[config.mk]
export PLATFORM = sky130hd
export DESIGN_NAME = mode_ctrl
export DESIGN_NICKNAME = d
export VERILOG_FILES = /design/src/rtl/watch_pkg.sv /design/src/rtl/btn_debounce.sv /design/src/rtl/mode_ctrl.sv
export SDC_FILE = /design/constraint.sdc
export NUM_CORES = 1
export LEC_CHECK = 0
export ABC_AREA = 1
export CORE_UTILIZATION = 45
export DETAILED_ROUTE_END_ITERATION = 10
export GPL_TIMING_DRIVEN = 0
export PLACE_DENSITY = 0.82
export SETUP_SLACK_MARGIN = 0.05
export SYNTH_ARGS = -nofsm -noshare
export SYNTH_HDL_FRONTEND = slang
export SYNTH_SLANG_ARGS = --single-unit
[constraint.sdc]
create_clock -name clk -period 1.7 [get_ports clk]
set_input_delay 0.34 -clock clk [delete_from_list [all_inputs] [get_ports clk]]
set_output_delay 0.34 -clock clk [all_outputs]
set_load 0.01 [all_outputs]
[src/rtl/watch_pkg.sv]
// rtl/watch_pkg.sv - shared constants, alarm state type and helpers for the mode controller
package watch_pkg;

   localparam int N_MODES = 7;
   localparam int DISP_W  = 48;
   localparam int N_BTNS  = 6;

   localparam int DATE      = 0;
   localparam int CLOCK     = 1;
   localparam int ALARM_SET = 2;
   localparam int STOPWATCH = 3;
   localparam int TIMER     = 4;
   localparam int WORLD     = 5;
   localparam int LADDER    = 6;

   localparam int BTN_UP    = 0;
   localparam int BTN_DOWN  = 1;
   localparam int BTN_LEFT  = 2;
   localparam int BTN_RIGHT = 3;
   localparam int BTN_ENTER = 4;
   localparam int BTN_ESC   = 5;

   typedef enum logic {
      IDLE = 1'b0,
      RING = 1'b1
   } alarm_state_t;

   function automatic logic [N_MODES-1:0] idx_onehot(input logic [2:0] idx);
      return N_MODES'(1) << idx;
   endfunction

   // Index of the lowest set bit; 0 when nothing is set.
   function automatic logic [2:0] lowest_set(input logic [N_MODES-1:0] v);
      logic [2:0] r;
      r = 3'd0;
      for (int i = N_MODES - 1; i >= 0; i--) begin
         if (v[i]) r = 3'(i);
      end
      return r;
   endfunction

   function automatic logic is_onehot(input logic [N_MODES-1:0] v);
      return (v != '0) && ((v & (v - N_MODES'(1))) == '0);
   endfunction

endpackage

[src/rtl/btn_debounce.sv]
// rtl/btn_debounce.sv - synchronizer, debouncer and press-edge pulse for one active-low button
module btn_debounce #(
   parameter int DB_CYCLES = 250000
) (
   input  logic clk,
   input  logic rst_n,
   input  logic btn_n,
   output logic press
);

   localparam logic [31:0] DB_LAST = 32'(DB_CYCLES - 1);

   logic        sync_q1;
   logic        sync_q2;
   logic        pressed_s;
   logic        level;
   logic        level_d;
   logic [31:0] cnt;

   assign pressed_s = ~sync_q2;

   always_ff @(posedge clk) begin
      if (!rst_n) begin
         sync_q1 <= 1'b1;
         sync_q2 <= 1'b1;
         cnt     <= '0;
         level   <= 1'b0;
         level_d <= 1'b0;
         press   <= 1'b0;
      end else begin
         sync_q1 <= btn_n;
         sync_q2 <= sync_q1;
         // Count consecutive disagreeing cycles; any agreeing cycle starts over.
         if (pressed_s != level) begin
            if (cnt >= DB_LAST) begin
               level <= pressed_s;
               cnt   <= '0;
            end else begin
               cnt <= cnt + 32'd1;
            end
         end else begin
            cnt <= '0;
         end
         level_d <= level;
         press   <= level & ~level_d;
      end
   end

endmodule

[src/rtl/mode_ctrl.sv]
// rtl/mode_ctrl.sv - button-driven one-hot mode selector with display mux and alarm arbitration
module mode_ctrl
   import watch_pkg::*;
#(
   parameter int          DB_CYCLES    = 250000,
   parameter logic [31:0] ALARM_CYCLES = 32'd1500000000
) (
   input  logic                       clk,
   input  logic                       rst_n,
   input  logic [N_BTNS-1:0]          btn_n,
   input  logic [N_MODES-1:0]         norm,
   input  logic [N_MODES*DISP_W-1:0]  disp_bus,
   input  logic [N_MODES-1:0]         alarm_req,
   output logic [N_MODES-1:0]         mode,
   output logic [N_BTNS-1:0]          btn_p,
   output logic [DISP_W-1:0]          out,
   output logic [7:0]                 o_m,
   output logic                       alarm,
   output logic [N_MODES-1:0]         alarm_ack
);

   logic [N_BTNS-1:0]  press_raw;
   alarm_state_t       state;
   alarm_state_t       state_nxt;
   logic [2:0]         src;
   logic [2:0]         src_nxt;
   logic [31:0]        cnt;
   logic [31:0]        cnt_nxt;
   logic [N_MODES-1:0] mode_nxt;
   logic [N_MODES-1:0] ack_nxt;
   logic [2:0]         mode_idx;
   logic               up_p;
   logic               dn_p;
   logic               nav_ok;

   for (genvar i = 0; i < N_BTNS; i++) begin : g_btn
      btn_debounce #(
         .DB_CYCLES(DB_CYCLES)
      ) u_db (
         .clk  (clk),
         .rst_n(rst_n),
         .btn_n(btn_n[i]),
         .press(press_raw[i])
      );
   end

   assign alarm    = (state == RING);
   // The press that silences the alarm must not reach the mode logic downstream.
   assign btn_p    = (state == IDLE) ? press_raw : '0;
   assign mode_idx = lowest_set(mode);

   always_comb begin
      state_nxt = state;
      src_nxt   = src;
      cnt_nxt   = cnt;
      ack_nxt   = '0;
      mode_nxt  = mode;
      up_p      = press_raw[BTN_UP];
      dn_p      = press_raw[BTN_DOWN];
      nav_ok    = (norm & mode) != '0;

      case (state)
         IDLE: begin
            if (up_p && !dn_p && nav_ok) begin
               mode_nxt = {mode[N_MODES-2:0], mode[N_MODES-1]};
            end else if (dn_p && !up_p && nav_ok) begin
               mode_nxt = {mode[0], mode[N_MODES-1:1]};
            end
            if (alarm_req != '0) begin
               state_nxt = RING;
               src_nxt   = lowest_set(alarm_req);
               cnt_nxt   = ALARM_CYCLES;
            end
         end
         RING: begin
            cnt_nxt = (cnt != 32'd0) ? cnt - 32'd1 : 32'd0;
            if (press_raw != '0) begin
               state_nxt = IDLE;
               ack_nxt   = idx_onehot(src);
               mode_nxt  = idx_onehot(src);
            end else if (cnt <= 32'd1) begin
               state_nxt = IDLE;
               ack_nxt   = idx_onehot(src);
            end else if (!alarm_req[src]) begin
               state_nxt = IDLE;
            end
         end
         default: state_nxt = IDLE;
      endcase

      if (!is_onehot(mode)) mode_nxt = N_MODES'(1);
   end

   always_ff @(posedge clk) begin
      if (!rst_n) begin
         state     <= IDLE;
         src       <= 3'd0;
         cnt       <= '0;
         mode      <= N_MODES'(1);
         alarm_ack <= '0;
         out       <= '0;
         o_m       <= 8'h01;
      end else begin
         state     <= state_nxt;
         src       <= src_nxt;
         cnt       <= cnt_nxt;
         mode      <= mode_nxt;
         alarm_ack <= ack_nxt;
         out       <= disp_bus[DISP_W*mode_idx +: DISP_W];
         o_m       <= {alarm, mode};
      end
   end

endmodule

# == Yosys cells after proc, flatten, opt, wreduce, memory -nomap -nowiden ==
# Index checks and enable logic that the tools add are counted.
# W data, S select, Z words.
# classes
addsub,8
n_mul,1
n_lt_le_gt_ge,8
eq_ne,9
shift,2
n_mux,31
bitwise,28
reduce_logical,29
# ops
operator,count
$shiftx A336 B10 Y48,1
$add A32 B1 Y32 const B,6
$ge A32 B18 Y1 const B,6
$mux W32,2
$pmux W32 S2,1
$mux W3,14
$mux W7,5
$le A32 B1 Y1 const B,1
$reduce_bool A32 Y1,1
$sub A32 B1 Y32 const B,1
$reduce_bool A7 Y1,3
$not A1 Y1,20
$reduce_and A2 Y1,10
$reduce_or A3 Y1,6
$and A7 B7 Y7,2
$pmux W7 S2,1
$logic_not A7 Y1,1
$shl A1 B3 Y7 const A,1
$sub A7 B1 Y7 const B,1
$and A1 B1 Y1,6
$mux W6,1
$ne A1 B1 Y1,6
$reduce_bool A6 Y1,1
$logic_and A1 B1 Y1,5
8 further kinds,14
# word_totals
register_bits,328
out_inout_bits,77
elab_cells,159

# == Depth between registers and ports, before layout ==
# depth
word_depth,9
depth_mapped,12
depth_no_buf,12

# == Modules after synthesis ==
# From an unflattened synthesis, not the netlist that was laid out.
# hier_totals
hier_cells,2706
area_unflattened_um2,17300.3
# by_module_without_submodules
module,n_inst,cells_per_inst,area_each_um2,seq_area_each_um2
mode_ctrl,1,1650,8899.8,2122.0
btn_debounce,6,176,1400.1,740.7

# == Least setup slack after synthesis ==
# No wires, ideal clock.
# synth_timing
kind,register -> register
start,register g_btn[5].u_db.cnt[0]
end,register g_btn[5].u_db.cnt[0]
arrival_ns,1.516
required_ns,1.574
slack_ns,0.057
path_stages_with_launch,10
synth_period_minus_slack_ns,1.643
path_cell_list,dfxtp_1 > ha_1 > nand3_1 > nand3_1 > nand3_1 > nand2_1 > nand3b_1 > nand4_1 > clkbuf_1 > nor2_1
# synth_between
elab_chain_cells,2
# synth_rtl
element,line,text
from (decl),btn_debounce.sv:18,logic [31:0] cnt;
from (signal assigned),btn_debounce.sv:39,cnt <= cnt + 32'd1;
$ge A32 B18 Y1,btn_debounce.sv:35,if (cnt >= DB_LAST) begin
$reduce_or A3 Y1 (no line),-,
# Several ways; a longest one is shown, not always the timed one.
# A chain may end at the register's enable or synchronous reset.

# == Final worst setup path ==
# layout_timing
start,register mode[5]
end,register out[36]
# layout_between
elab_chain_cells,8
# layout_rtl
element,line,text
from (decl),mode_ctrl.sv:14,"output logic [N_MODES-1:0] mode,"
from (signal assigned),mode_ctrl.sv:107,mode <= mode_nxt;
$mux W3 (6 in a row),watch_pkg.sv:37,if (v[i]) r = 3'(i);
$mul A2 B3 Y5,mode_ctrl.sv:109,out <= disp_bus[DISP_W*mode_idx +: DISP_W];
$shiftx A336 B10 Y48,mode_ctrl.sv:109,
to (signal assigned),mode_ctrl.sv:109,
to (decl),mode_ctrl.sv:16,"output logic [DISP_W-1:0] out,"
# Every way passes these cells.

==> impl_results.md <==
- Status: finished, violations left
- Failing checks: setup timing
- Crit-path slowest cell: dfxtp_4
- Router iterations before antenna repair: 7
- Average size of a mapped cell: 6.49 µm²
- Number of global-route vias before repair: 18200
- Sequential area share after synthesis: 0.396
- Setup CP Type: reg2reg
- GR Util All Layers: 0.351
- Clock Pin Slew Worst Setup and Hold Paths: 0.06 ns
- Fillers: 2640
- Commonest non-fill, non-tap cell in the layout: nand2_1
- Num CTS Buffers: 35
- Multi-input logic area: 10200 µm²
- Synth top area share: 0.396
- H-tree levels: 2
- Hold Vio Cnt, Final: 0
- Clock Sinks: 328
- Final #Nets: 3576
- Die H: 194 µm
- Initial core utilization: 0.462
- Via density: 5.32
- Data arrival time of the worst path: 2.25 ns
- Finished Layout Cells: 3700
- Least-Margin Pin Slew: 0.679 ns
- Root buffer cell: clkbuf_16
- Max Slew Vio Count: 0
- WP data required: 2.13 ns
- 1st-iter DRT viols: 1660
- Netlist cell types: 38
- Peak fanout along the critical path: 10
- Hold Crit Start: g_btn[1].u_db.level_d
- Placed cells: 3536
- Maximum root-to-sink buffer count: 3
- Final HPWL DP: 51.6 mm
- Cell taking the most area after synthesis: dfxtp_1
- Reg2reg start: mode[5]
- Placer Congestion: 1.03
- Largest net degree at the start of global routing: 16
- Mapped Area: 16600 µm²
- Die area: 37700 µm²
- Gate Count Post-Synth: 2559
- Critical Path End Type: register
- Tcrit/Tclk final: 1.07
- FP Rows: 69
- VDD IR max: 0.873 mV
- Initial antenna violation count: 10
- Worst path bufs/invs: 3
- Most frequent cells in the layout: nand2_1 (523), nor2_1 (362), clkdlybuf4s50_1 (356)
- Detail Route Antenna Nets: 0
- Synth top area cells: dfxtp_1 (40%), nand2_1 (13%), nor2_1 (11%), nand3_1 (9.9%), inv_1 (7.4%)
- Crit path max-delay family: simple AND/OR/NAND/NOR gates
- Residual DRC: 0
- WL final: 74.1 mm
- Synth Warn #: 0
- P_leak: 12.7 nW
- Routed vias: 19700
- Max Cap Violations: 0
- Die W: 194 µm
- WL/cell: 20.0 µm
- Final worst-path setup slack: -0.119 ns
- Critical path startpoint category: register
- PD cells: 800 nW/µm²
- Sequential cell area: 6660 µm²
- Unrepaired setup endpoints after global routing: true
- FF+latch count, synth: 328
- TritonCTS clock tree: yes
- Critical Path, Cell by Cell: inv_4 > o21ai_2 > nand2_2 > nand2_8 > nand2_8 > buf_12 > buf_6 > nand2_1 > nand3_2 > nand3_1 > nand2_1 > nor2_2
- P&R area growth vs syn: 60.3%
- Core area: 35900 µm²
- Fmax: 0.550 GHz
- Layout cell share with drive strength beyond 1: 0.200
- Total grt overflow: 0
- Finished Core Util: 0.741
- Port Buffers: 433
- Final setup violation count: 49
- Final Cell Area: 26600 µm²
- Worst setup startpoint: mode[5]
- Max incr delay on CP: 0.38 ns
- Worst hold path class: reg2reg
- Area after DPL: 21800 µm²
- Max_slew headroom: 0.547
- Clock latency on the worst-skew pair: 0.53 ns
- Top-Level Pins: 435
- Minimum clock period: 1.82 ns
- First-pass GRT wire length: 102 mm
- Clk_skew: 0.0265 ns
stage by stage:
| stage | setup slack [ns] | power, mW | TNS, ns | hold WS, ns |
|---|---|---|---|---|
| final | -0.119 | 21.3 | -2.31 | 0.375 |
| after global placement | -1.03 | 11.8 | -94.29 | 0.371 |
| after detailed placement | -1.07 | 11.8 | -102.29 | 0.370 |
| after global routing | -0.169 | 22.0 | -5.51 | 0.391 |
| after CTS | -0.155 | 20.5 | -6.88 | 0.378 |
| after floorplan | 0.0572 | 9.99 | 0 | 0.368 |
final timing paths:
kind,to,slack (ns),cells past startpoint
worst max-delay path,out[36],-0.12,12
worst min-delay path,g_btn[1].u_db.press,0.37,1
worst max register to register,out[36],-0.12,12
worst min register to register,g_btn[1].u_db.press,0.37,1
cell usage after synthesis (all sizes together):
cell and number:
a21oi 61, o21bai 5, nand4 32, clkbuf 53, and2 1, a211oi 2, o211ai 1, buf 55
nor2 504, a22oi 2, xnor2 36, nor3b 1, clkinv 1, nor4 8, xor2 69, nand3 328
ha 9, nand3b 53, dfxtp 328, or2 15, nor3 29, conb 1, a31oi 1, nand2 599
o21ai 27, and3 2, o21a 2, inv 330, a31o 1, a21o 1, o31ai 2
kinds of logic (layout without fill, tap and decap cells):
family          count (synthesis)  in the layout  share of synthesized area
other cells                     1             89                   0.000226
xor+xnor                      105            105                     0.0554
flops                         328            328                      0.396
compound gates                105            105                     0.0342
simple gates                 1572           1572                      0.404
fa+ha+maj                       9              9                    0.00678
buf+inv                       439           1031                      0.103
flip-flops by register name, summed over array words and instances, names as in the netlist, 3 cells and up:
name,cells
g_btn.u_db.cnt,192
out,48
cnt,32
o_m,8
alarm_ack,7
mode,7
g_btn.u_db.level,6
g_btn.u_db.level_d,6
g_btn.u_db.press,6
g_btn.u_db.sync_q1,6
g_btn.u_db.sync_q2,6
src,3
layer usage:
metal	GRT usage	wire length, µm	part of all wire	up-vias
met4	0.158	4290	0.058	4
met3	0.0713	7030	0.095	270
met2	0.586	34400	0.46	1132
met1	0.435	28300	0.38	9096
met5	0.00128	23	0.00031	-
li1	-	-	-	9176
layout make-up:
class / count / share of cell area
multi-input combinational: 1875 / 0.383
inverter: 331 / 0.0476
tap: 461 / 0.0217
clock buffer: 47 / 0.0365
timing repair buffer: 534 / 0.210
clock inverter: 15 / 0.0105
buffer: 104 / 0.0398
antenna: 5 / 0.000470
sequential: 328 / 0.250
timing repair:
item	in CTS	in global routing
setup buffers	26	57
resized for setup	368	493
cloned	7	13
pin swaps	31	105
hold buffers	0	0
endpoints found under the setup margin	279	258
report_power, final:
| part | switching [mW] | internal [mW] | total [mW] |
|---|---|---|---|
| combinational | 2.44 | 2.20 | 4.64 |
| sequential | 0.265 | 8.02 | 8.28 |
| clock | 3.24 | 5.12 | 8.36 |
No activity file was read; power rests on OpenSTA's default activity.
